$ cat src/rtl/vga_tile_blit_seq.sv
// Tile blitter: resolves a map/HUD draw request to a screen origin and streams
// every on-screen pixel coordinate of the tile in raster order over valid/ready.
module vga_tile_blit_seq #(
    parameter int unsigned MAP_COLS    = 15,
    parameter int unsigned MAP_ROWS    = 15,
    parameter int unsigned TILE_PX     = 30,
    parameter int unsigned ORG_X       = 95,
    parameter int unsigned ORG_Y       = 15,
    parameter int unsigned PORT_PX     = 90,
    parameter int unsigned HEART_PX    = 20,
    parameter int unsigned HEART_PITCH = 24,
    parameter int unsigned SPR_W       = 4
) (
    input  logic             clk,
    input  logic             reset,
    input  logic             req_valid,
    output logic             req_ready,
    input  logic [4:0]       req_col,
    input  logic [4:0]       req_row,
    input  logic [SPR_W-1:0] req_sprite,
    output logic             pix_valid,
    input  logic             pix_ready,
    output logic [9:0]       pix_x,
    output logic [9:0]       pix_y,
    output logic [6:0]       pix_u,
    output logic [6:0]       pix_v,
    output logic [SPR_W-1:0] pix_sprite,
    output logic             pix_last,
    output logic             busy,
    output logic             err
);

    localparam int unsigned XW    = 10;
    localparam int unsigned UW    = 7;
    localparam int unsigned CW    = 5;
    localparam int unsigned AW    = 12;
    localparam int unsigned SCR_W = 640;
    localparam int unsigned SCR_H = 480;

    typedef enum logic [1:0] {
        IDLE  = 2'd0,
        SETUP = 2'd1,
        EMIT  = 2'd2
    } state_t;

    state_t            state_q, state_d;
    logic [CW-1:0]     col_q, col_d;
    logic [CW-1:0]     row_q, row_d;
    logic [SPR_W-1:0]  spr_q, spr_d;
    logic [AW-1:0]     ox_q, ox_d;
    logic [AW-1:0]     oy_q, oy_d;
    logic [UW-1:0]     s_q, s_d;
    logic [UW-1:0]     ulast_q, ulast_d;
    logic [UW-1:0]     vlast_q, vlast_d;
    logic [UW-1:0]     u_q, u_d;
    logic [UW-1:0]     v_q, v_d;
    logic              req_ready_q, req_ready_d;
    logic              pix_valid_q, pix_valid_d;
    logic [XW-1:0]     pix_x_q, pix_x_d;
    logic [XW-1:0]     pix_y_q, pix_y_d;
    logic [UW-1:0]     pix_u_q, pix_u_d;
    logic [UW-1:0]     pix_v_q, pix_v_d;
    logic [SPR_W-1:0]  pix_sprite_q, pix_sprite_d;
    logic              pix_last_q, pix_last_d;
    logic              busy_q, busy_d;
    logic              err_q, err_d;

    // Setup-stage decode
    logic              is_map, is_hud;
    logic [1:0]        hud_p;
    logic [AW-1:0]     base_x, base_y;
    logic [AW-1:0]     set_ox, set_oy;
    logic [UW-1:0]     set_s, set_ulast, set_vlast;
    logic [AW-1:0]     rem_x, rem_y;

    // Emit-stage shared terms
    logic [AW-1:0]     cur_x, cur_y;
    logic              clipped, slot_free, last_acc, at_end, load;
    logic [UW-1:0]     s_m1;

    always_comb begin
        is_map = (AW'(col_q) < AW'(MAP_COLS)) && (AW'(row_q) < AW'(MAP_ROWS));
        is_hud = (AW'(col_q) >= AW'(MAP_COLS)) && (AW'(col_q) < AW'(MAP_COLS + 4))
                 && (row_q < CW'(4));
        hud_p  = 2'(col_q - CW'(MAP_COLS));
        case (hud_p)
            2'd0:    begin base_x = AW'(4);   base_y = AW'(121); end
            2'd1:    begin base_x = AW'(548); base_y = AW'(254); end
            2'd2:    begin base_x = AW'(4);   base_y = AW'(254); end
            default: begin base_x = AW'(548); base_y = AW'(121); end
        endcase
        if (is_map) begin
            set_ox = AW'(ORG_X) + AW'(TILE_PX) * AW'(col_q);
            set_oy = AW'(ORG_Y) + AW'(TILE_PX) * AW'(row_q);
            set_s  = UW'(TILE_PX);
        end else if (row_q == CW'(0)) begin
            set_ox = base_x;
            set_oy = base_y;
            set_s  = UW'(PORT_PX);
        end else begin
            set_ox = base_x + AW'(10) + AW'(HEART_PITCH) * (AW'(row_q) - AW'(1));
            set_oy = base_y + AW'(95);
            set_s  = UW'(HEART_PX);
        end
        // Last on-screen u/v; the raster walk still visits clipped pixels
        rem_x = AW'(SCR_W) - set_ox;
        rem_y = AW'(SCR_H) - set_oy;
        if (set_ox >= AW'(SCR_W))     set_ulast = '0;
        else if (rem_x < AW'(set_s))  set_ulast = UW'(rem_x - AW'(1));
        else                          set_ulast = set_s - UW'(1);
        if (set_oy >= AW'(SCR_H))     set_vlast = '0;
        else if (rem_y < AW'(set_s))  set_vlast = UW'(rem_y - AW'(1));
        else                          set_vlast = set_s - UW'(1);
    end

    always_comb begin
        s_m1      = s_q - UW'(1);
        cur_x     = ox_q + AW'(u_q);
        cur_y     = oy_q + AW'(v_q);
        clipped   = (cur_x >= AW'(SCR_W)) || (cur_y >= AW'(SCR_H));
        slot_free = !pix_valid_q || pix_ready;
        last_acc  = pix_valid_q && pix_ready && pix_last_q;
        at_end    = (u_q == s_m1) && (v_q == s_m1);
        load      = (state_q == EMIT) && slot_free && !last_acc;
    end

    // State and datapath registers
    always_ff @(posedge clk) begin
        if (reset) begin
            state_q      <= IDLE;
            col_q        <= '0;
            row_q        <= '0;
            spr_q        <= '0;
            ox_q         <= '0;
            oy_q         <= '0;
            s_q          <= '0;
            ulast_q      <= '0;
            vlast_q      <= '0;
            u_q          <= '0;
            v_q          <= '0;
            req_ready_q  <= 1'b1;
            pix_valid_q  <= 1'b0;
            pix_x_q      <= '0;
            pix_y_q      <= '0;
            pix_u_q      <= '0;
            pix_v_q      <= '0;
            pix_sprite_q <= '0;
            pix_last_q   <= 1'b0;
            busy_q       <= 1'b0;
            err_q        <= 1'b0;
        end else begin
            state_q      <= state_d;
            col_q        <= col_d;
            row_q        <= row_d;
            spr_q        <= spr_d;
            ox_q         <= ox_d;
            oy_q         <= oy_d;
            s_q          <= s_d;
            ulast_q      <= ulast_d;
            vlast_q      <= vlast_d;
            u_q          <= u_d;
            v_q          <= v_d;
            req_ready_q  <= req_ready_d;
            pix_valid_q  <= pix_valid_d;
            pix_x_q      <= pix_x_d;
            pix_y_q      <= pix_y_d;
            pix_u_q      <= pix_u_d;
            pix_v_q      <= pix_v_d;
            pix_sprite_q <= pix_sprite_d;
            pix_last_q   <= pix_last_d;
            busy_q       <= busy_d;
            err_q        <= err_d;
        end
    end

    // Next-state logic
    always_comb begin
        state_d = state_q;
        case (state_q)
            IDLE: begin
                if (req_valid && req_ready_q) state_d = SETUP;
            end
            SETUP: begin
                state_d = (is_map || is_hud) ? EMIT : IDLE;
            end
            EMIT: begin
                if (last_acc)                       state_d = IDLE;
                else if (load && at_end && clipped) state_d = IDLE;
            end
            default: state_d = IDLE;
        endcase
    end

    // Output and datapath logic
    always_comb begin
        col_d        = col_q;
        row_d        = row_q;
        spr_d        = spr_q;
        ox_d         = ox_q;
        oy_d         = oy_q;
        s_d          = s_q;
        ulast_d      = ulast_q;
        vlast_d      = vlast_q;
        u_d          = u_q;
        v_d          = v_q;
        pix_valid_d  = pix_valid_q;
        pix_x_d      = pix_x_q;
        pix_y_d      = pix_y_q;
        pix_u_d      = pix_u_q;
        pix_v_d      = pix_v_q;
        pix_sprite_d = pix_sprite_q;
        pix_last_d   = pix_last_q;
        err_d        = 1'b0;
        req_ready_d  = (state_d == IDLE);
        busy_d       = (state_d != IDLE);
        case (state_q)
            IDLE: begin
                if (req_valid && req_ready_q) begin
                    col_d = req_col;
                    row_d = req_row;
                    spr_d = req_sprite;
                end
            end
            SETUP: begin
                ox_d    = set_ox;
                oy_d    = set_oy;
                s_d     = set_s;
                ulast_d = set_ulast;
                vlast_d = set_vlast;
                u_d     = '0;
                v_d     = '0;
                err_d   = !(is_map || is_hud);
            end
            EMIT: begin
                if (last_acc) begin
                    pix_valid_d = 1'b0;
                    pix_last_d  = 1'b0;
                end else if (load) begin
                    pix_valid_d = !clipped;
                    pix_last_d  = !clipped && (u_q == ulast_q) && (v_q == vlast_q);
                    if (!clipped) begin
                        pix_x_d      = XW'(cur_x);
                        pix_y_d      = XW'(cur_y);
                        pix_u_d      = u_q;
                        pix_v_d      = v_q;
                        pix_sprite_d = spr_q;
                    end
                    if (u_q == s_m1) begin
                        u_d = '0;
                        v_d = v_q + UW'(1);
                    end else begin
                        u_d = u_q + UW'(1);
                    end
                end
            end
            default: ;
        endcase
    end

    assign req_ready  = req_ready_q;
    assign pix_valid  = pix_valid_q;
    assign pix_x      = pix_x_q;
    assign pix_y      = pix_y_q;
    assign pix_u      = pix_u_q;
    assign pix_v      = pix_v_q;
    assign pix_sprite = pix_sprite_q;
    assign pix_last   = pix_last_q;
    assign busy       = busy_q;
    assign err        = err_q;

endmodule

$ cat config.mk
export PLATFORM = sky130hd
export DESIGN_NAME = vga_tile_blit_seq
export DESIGN_NICKNAME = d
export VERILOG_FILES = /design/src/rtl/vga_tile_blit_seq.sv
export SDC_FILE = /design/constraint.sdc
export NUM_CORES = 1
export LEC_CHECK = 0
export ABC_AREA = 1
export CORE_ASPECT_RATIO = 1.75
export CORE_UTILIZATION = 40
export CTS_CLUSTER_DIAMETER = 100
export DETAILED_ROUTE_END_ITERATION = 8
export PLACE_DENSITY = 0.54
export REMOVE_ABC_BUFFERS = 1
export SETUP_SLACK_MARGIN = 0.3
export SYNTH_ARGS = -nofsm -noshare
export SYNTH_HDL_FRONTEND = slang
export SYNTH_SLANG_ARGS = --single-unit
$ cat constraint.sdc
create_clock -name clk -period 5 [get_ports clk]
set_input_delay 1.25 -clock clk [delete_from_list [all_inputs] [get_ports clk]]
set_output_delay 1.25 -clock clk [all_outputs]
set_load 0.03 [all_outputs]
==> run_results.csv, run 1 <==
group,metric,value,unit
critical_path,path_cells,"inv_1, fa_1, inv_1, fa_1, inv_1, fa_1, inv_1, nand2_1, nand2_1, nand2_1, nor2_1, nand3_4, nand2_4, xor2_1, ha_1, nand2_1, nand2_2, nor2_4, nand2_4, o21ai_1, nand2_1",
cells_and_area,nNetsFinal,1370,
synth,synth_most_common_cell,"nand2_1",
floorplanning,core-area,20460,sq um
global_routing,overflow,0,
timing,period_needed,4.148,ns
timing,rsz0062_at_grt,"false",
power_and_ir_drop,ir_drop,0.1875,mV
clocking,cts_htree_levels,4,
synth,ys.flop_type,"dfxtp_1",
synth,synth.distinct_cells,46,
timing,tightest_slew,0.8561,ns
global_routing,antenna_found_initial,0,
critical_path,cp_slowest_cell,"fa_1",
detailed_routing,drt-total-wl,21980,um
cells_and_area,syn2layout_area_growth,17.23,%
run_status,outcome,"finished with violations",
critical_path,crit_arrival,4.46,ns
cells_and_area,drive_above_1_share,7.535,%
timing,fin_hold_ws,0.4521,ns
clocking,postCtsSetupBuffers,0,
synth,syn_area_per_cell,6.948,sq um
clocking,clock-sinks,114,
timing,skew,0.006921,ns
critical_path,crit_start,"row_q[2]",
critical_path,end_kind,"flop",
placement,hpwlAfterDp,17200,um
hold_path,holdCritPathClass,"flop to flop",
power_and_ir_drop,powerDensity,465.2,nW/um^2
power_and_ir_drop,p_leak,0.004621,uW
critical_path,critPathKind,"flop to flop",
synth,yosys.area.top_type,"dfxtp_1",
clocking,tritoncts,"built",
detailed_routing,postRouteAntennaNets,0,
global_routing,grt_pass1_wl,37240,um
floorplanning,initial_core_util,41.12,%
detailed_routing,drt-initial-drc-count,327,
critical_path,crit_path_start_kind,"flop",
synth,synth-seq-area-share,27.12,%
synth,ys_seq_elements,114,
synth,synth_area_leaders,"dfxtp_1 (27%), nand2_1 (13%), ha_1 (11%)",
critical_path,crit_top_cell,"nand2_1",
detailed_routing,via_count,7760,
synth,postSynthCellCount,1211,
critical_path,ff2ff_setup_slack,0.85,ns
clocking,numCtsBuffers,17,
timing,fin_tns_setup,0,ns
detailed_routing,dr.pass1.iters,7,
clocking,clockBufferDepth,2,
cells_and_area,antenna-diode-count,0,
detailed_routing,vias_per_cell,5.099,
global_routing,grt_max_degree,79,
floorplanning,die_h,193.9,um
floorplanning,io_pins,61,
synth,ys_async_sr_fraction,0,%
clocking,postCtsHoldBufs,0,
detailed_routing,wl_per_cell,14.44,um
synth,synth_top_area_share,27.12,%
detailed_routing,drcViolationCount,6,
synth,synthesis.area,8414,sq um
placement,dp_cells,1490,
synth,synth_edf_count,0,
clocking,post_cts_resized,0,
timing,setup_viol,0,
clocking,clk_pin_slew,0.06,ns
timing,hold_viol,0,
placement,place.gp.congestion,0.8540,
clocking,worst_skew_pair.late_latency,0.42,ns
clocking,root_buffer,"clkbuf_16",
floorplanning,die_x,111.6,um
cells_and_area,final_cells,1522,
flow_run,cap_violations,0,
global_routing,grt_use_total,21.48,%
timing,max_freq,241.1,MHz
timing,fin_crit_sh,82.96,%
timing,slew-limit-headroom,42.72,%
synth,ys_warn_count,0,
timing,drv_slew,0,
run_status,violations,"DRC",
critical_path,rr_startpoint,"row_q[2]",
critical_path,reg2reg_to,"vlast_q[0]",
critical_path,r2r.worst_path.cells,21,
placement,portBuffers,60,
critical_path,crit_path_max_incr_delay,0.53,ns
floorplanning,die_area,21640,sq um
floorplanning,fp-row-count,69,
critical_path,worstPathRequired,5.31,ns
global_routing,grt_pass1_vias,7824,
critical_path,crit_path_end,"vlast_q[0]",
synth,synth_common_cells,"nand2_1 (288), inv_1 (138), nand3_1 (121)",
critical_path,crit_fanout,8,
==> layout by cell type (no fill, tap or decap), types with 2 or more instances in the layout <==
master / count
nand2_1: 288
inv_1: 138
nand3_1: 121
dfxtp_1: 114
nor2_1: 92
a21oi_1: 91
ha_1: 74
clkdlybuf4s50_1: 60
o21ai_0: 53
xor2_1: 31
nand4_1: 23
fa_1: 17
clkbuf_16: 17
o22ai_1: 13
nand2_2: 12
inv_2: 11
xnor2_1: 10
nand3b_1: 9
nor3_1: 8
nand3_2: 7
buf_4: 7
or2_2: 6
bufinv_16: 6
nor2_4: 5
o21bai_1: 5
nand2_4: 5
a211oi_1: 5
nor4_1: 5
clkinv_1: 4
nor2_2: 4
o21ai_1: 4
a221oi_1: 3
clkinv_2: 3
clkbuf_8: 3
o21a_1: 2
nand3_4: 2
a21oi_2: 2
nor3b_1: 2
clkbuf_1: 2
==> worst min-delay path by stage <==
stage	start	endpoint	slack, ns	depth (start not counted)
floorplan	ulast_q[1]	ulast_q[1]	0.43	2
global placement	spr_q[1]	spr_q[1]	0.44	2
detailed placement	spr_q[1]	spr_q[1]	0.45	2
CTS	spr_q[1]	spr_q[1]	0.46	2
global route	spr_q[3]	spr_q[3]	0.47	2
finish	spr_q[1]	spr_q[1]	0.45	2
==> where the power goes <==
part / leakage (uW) / switching, uW / internal, uW / total (uW)
Sequential: 0.000928 / 72.7 / 1000 / 1080
Combinational: 0.00336 / 1370 / 732 / 2100
Clock: 0.000330 / 437 / 971 / 1410
Total: 0.00462 / 1880 / 2710 / 4590
==> through the flow <==
| stage | setup slack (ns) | power (uW) | util, % | cell area, sq um |
|---|---|---|---|---|
| 3_3_place_gp | 0.9707 | 3188 | 44.90 | 9188 |
| 5_1_grt | 0.5144 | 4971 | 48.21 | 9864 |
| 2_1_floorplan | 1.155 | 2702 | - | 8224 |
| 3_5_place_dp | 0.8650 | 3210 | 44.90 | 9188 |
| 6_report | 0.8518 | 4589 | 48.21 | 9864 |
| 4_1_cts | 0.8315 | 4641 | 48.21 | 9864 |
==> routing by layer <==
metal  wire [um]  vias to the layer above  GRT usage, %
met5           0                        -             0
met4         588                        0         9.009
met3         451                       35         2.813
met2       12350                       99         42.86
met1        8585                     3571         21.67
li1            -                     4055             -
==> cells by family after synthesis <==
group,count (synthesis),synth area share [%]
and+or+nand+nor,593,32.54
buffers and inverters,189,9.085
AOI/OAI and AO/OA,183,11.94
DFF,114,27.12
adders and majority gates,91,15.05
xor gates and xnor gates,41,4.268
==> state kept, by name (all words and copies together) (netlist names), 5 cells and up <==
signal   count
col_q        5
ox_q        12
oy_q        11
pix_u        7
pix_v        7
pix_x       10
pix_y       10
row_q        5
u_q          7
ulast_q      7
v_q          7
vlast_q      7
==> critical path: cells and delay by family (launching register included) <==
| family | cells | cell delay [ns] |
|---|---|---|
| DFF | 1 | 0.44 |
| buffers and inverters | 4 | 0.43 |
| AOI/OAI and AO/OA | 1 | 0.13 |
| xor gates and xnor gates | 1 | 0.20 |
| adders and majority gates | 4 | 1.76 |
| and+or+nand+nor | 11 | 1.07 |
==> cell type report <==
type	count	area, sq um
clock buffer	22	474.2
tap	248	310.3
fill	2167	10600
sequential	114	2282
clock inverter	10	202.7
inverter	153	574.3
timing repair buffer	67	653.1
multi-input combinational	908	5368
Power figures use the tool's default switching activity.
==> run 2: changes to the inputs <==
==> constraint.sdc (replaced) <==
create_clock -name clk -period 4.21 [get_ports clk]
set_input_delay 1.0525 -clock clk [delete_from_list [all_inputs] [get_ports clk]]
set_output_delay 1.0525 -clock clk [all_outputs]
set_load 0.03 [all_outputs]
==> run 2 against run 1 <==
  * The run still ends with DRC left
  * Clock skew rose by 0.0022 ns
  * Worst setup slack got worse by 0.51 ns
  * Clock power rose by 9%
  * Total power rose by 20%
  * First-iteration DRC count rose by 9.8%
  * Non-clock buffer count rose by 20
  * Routed wire length rose by 1.1%
  * Critical path depth did not move
  * Via count rose by 0.77%
==> run_results.csv, run 2 (synthesis results as in run 1) <==
group,metric,value,unit
critical_path,worstPathRequired,4.52,ns
detailed_routing,drt-initial-drc-count,359,
power_and_ir_drop,p_leak,0.004698,uW
detailed_routing,dr.pass1.iters,6,
timing,fin_tns_setup,0,ns
clocking,postCtsHoldBufs,0,
floorplanning,core-area,20460,sq um
global_routing,grt_pass1_wl,36740,um
power_and_ir_drop,ir_drop,0.2680,mV
clocking,cts_htree_levels,4,
floorplanning,fp-row-count,69,
detailed_routing,drcViolationCount,6,
timing,hold_viol,0,
floorplanning,die_h,193.9,um
detailed_routing,drt-total-wl,22220,um
detailed_routing,postRouteAntennaNets,0,
clocking,worst_skew_pair.late_latency,0.43,ns
global_routing,overflow,0,
clocking,clock-sinks,114,
power_and_ir_drop,combPwrFrac,49.2,%
cells_and_area,utilization,49.42,%
timing,setup_viol,0,
global_routing,grt_pass1_vias,7712,
power_and_ir_drop,p_int,3173,uW
critical_path,critPathKind,"flop to flop",
placement,portBuffers,60,
placement,place.gp.congestion,0.8370,
detailed_routing,vias_per_cell,5.071,
timing,drv_slew,0,
critical_path,crit_arrival,4.18,ns
critical_path,path_cells,"inv_6, fa_1, inv_2, fa_1, inv_2, fa_1, inv_2, nand2_2, nor2_4, inv_2, nand2_2, a21oi_4, nand2_4, xor2_2, ha_1, nand2_1, nand2_2, nor2_4, nand2_4, o21ai_2, nand2_1",
power_and_ir_drop,clockPowerShare,27.8,%
timing,fin_crit_sh,91.90,%
power_and_ir_drop,powerDensity,545.5,nW/um^2
cells_and_area,reg_top3,"ox_q (12), oy_q (11)",
timing,slew-limit-headroom,46.21,%
timing,skew,0.009119,ns
cells_and_area,multi_input_area,5484,sq um
critical_path,crit_fanout,7,
cells_and_area,final_common_cell,"nand2_1",
critical_path,cp_slowest_cell,"fa_1",
floorplanning,initial_core_util,41.12,%
placement,placed_area,9260,sq um
flow_run,cap_violations,0,
cells_and_area,final_cell_mix,"nand2_1 (280), inv_1 (130), nand3_1 (119), dfxtp_1 (109)",
global_routing,grt_use_total,21.25,%
clocking,tritoncts,"built",
timing,max_freq,258.5,MHz
timing,rsz0062_at_grt,"true",
run_status,outcome,"finished with violations",
hold_path,holdCritPathClass,"flop to flop",
floorplanning,io_pins,61,
cells_and_area,nNetsFinal,1390,
cells_and_area,regArea,2293,sq um
critical_path,end_kind,"flop",
clocking,clk_pin_slew,0.06,ns
clocking,root_buffer,"clkbuf_16",
power_and_ir_drop,p_sw,2343,uW
cells_and_area,antenna-diode-count,0,
timing,tightest_slew,0.8059,ns
timing,fin_hold_ws,0.4543,ns
power_and_ir_drop,power_frac_seq,23.1,%
cells_and_area,largest-register,"ox_q",
detailed_routing,via_count,7820,
power_and_ir_drop,total_power,5516,uW
critical_path,crit_top_cell,"inv_2",
timing,period_needed,3.869,ns
placement,hpwlAfterDp,16910,um
global_routing,grt_max_degree,79,
floorplanning,die_area,21640,sq um
cells_and_area,drive_above_1_share,11.51,%
clocking,numCtsBuffers,17,
power_and_ir_drop,switching_share,42.47,%
global_routing,antenna_found_initial,0,
cells_and_area,largest_reg_flops,12,
cells_and_area,fillCellCount,2131,
floorplanning,die_x,111.6,um
cells_and_area,final_area,10110,sq um
critical_path,crit_path_max_incr_delay,0.57,ns
detailed_routing,wl_per_cell,14.41,um
clocking,clockBufferDepth,2,
run_status,violations,"DRC",
cells_and_area,syn2layout_area_growth,20.16,%
critical_path,crit_path_start_kind,"flop",
-- run 2: path summary, 6_finish.rpt --
path	startpoint	endpoint	slack (ns)	cells after the start
max reg2reg	row_q[1]	vlast_q[0]	0.34	21
max	row_q[1]	vlast_q[0]	0.34	21
min reg2reg	ulast_q[1]	ulast_q[1]	0.45	2
min	ulast_q[1]	ulast_q[1]	0.45	2
-- run 2: final cells by class --
type,count,share of cell area (%)
Timing Repair Buffer,87,8.068
Sequential cell,114,22.68
Tap cell,248,3.069
Inverter,153,5.829
Multi-Input combinational cell,908,54.24
Clock buffer,18,4.245
Clock inverter,14,1.869
-- run 2: layer usage --
| layer | track usage, % | routed length (um) | vias to the layer above | part of all wire (%) |
|---|---|---|---|---|
| li1 | - | - | 4093 | - |
| met5 | 0 | 0 | - | 0 |
| met1 | 21.83 | 8969 | 3574 | 40 |
| met2 | 40.95 | 12030 | 104 | 54 |
| met3 | 3.407 | 439 | 49 | 2.0 |
| met4 | 10.06 | 780 | 0 | 3.5 |
-- run 2: what timing repair did --
item | in CTS | in global routing
pin swaps | 0 | 21
setup buffers | 0 | 12
cloned | 0 | 0
hold endpoints to repair | 0 | 0
setup endpoints to repair | 7 | 14
resized for setup | 4 | 39
-- run 2: worst max-delay path: cells and delay by family, from the launching register on --
kind / cells / cell delay, ns
fa+ha+maj: 4 / 1.92
buf+inv: 5 / 0.26
compound gates: 2 / 0.31
simple gates: 9 / 0.73
flops: 1 / 0.38
xor+xnor: 1 / 0.15
-- run 2: stage by stage --
stage          cells  worst slack [ns]
2_1_floorplan   1175            0.3654
5_1_grt         1542            0.1069
3_3_place_gp    1498            0.3091
4_1_cts         1530            0.3048
6_report        1542            0.3412
3_5_place_dp    1498            0.1961
-- run 2: power groups by stage --
stage / clock network, uW / logic (uW) / registers, uW
after CTS: 1570 / 2550 / 1270
after floorplan: 0 / 1860 / 1350
final: 1530 / 2710 / 1270
after global placement: 0 / 2490 / 1290
after global routing: 1610 / 3060 / 1290
after detailed placement: 0 / 2520 / 1290
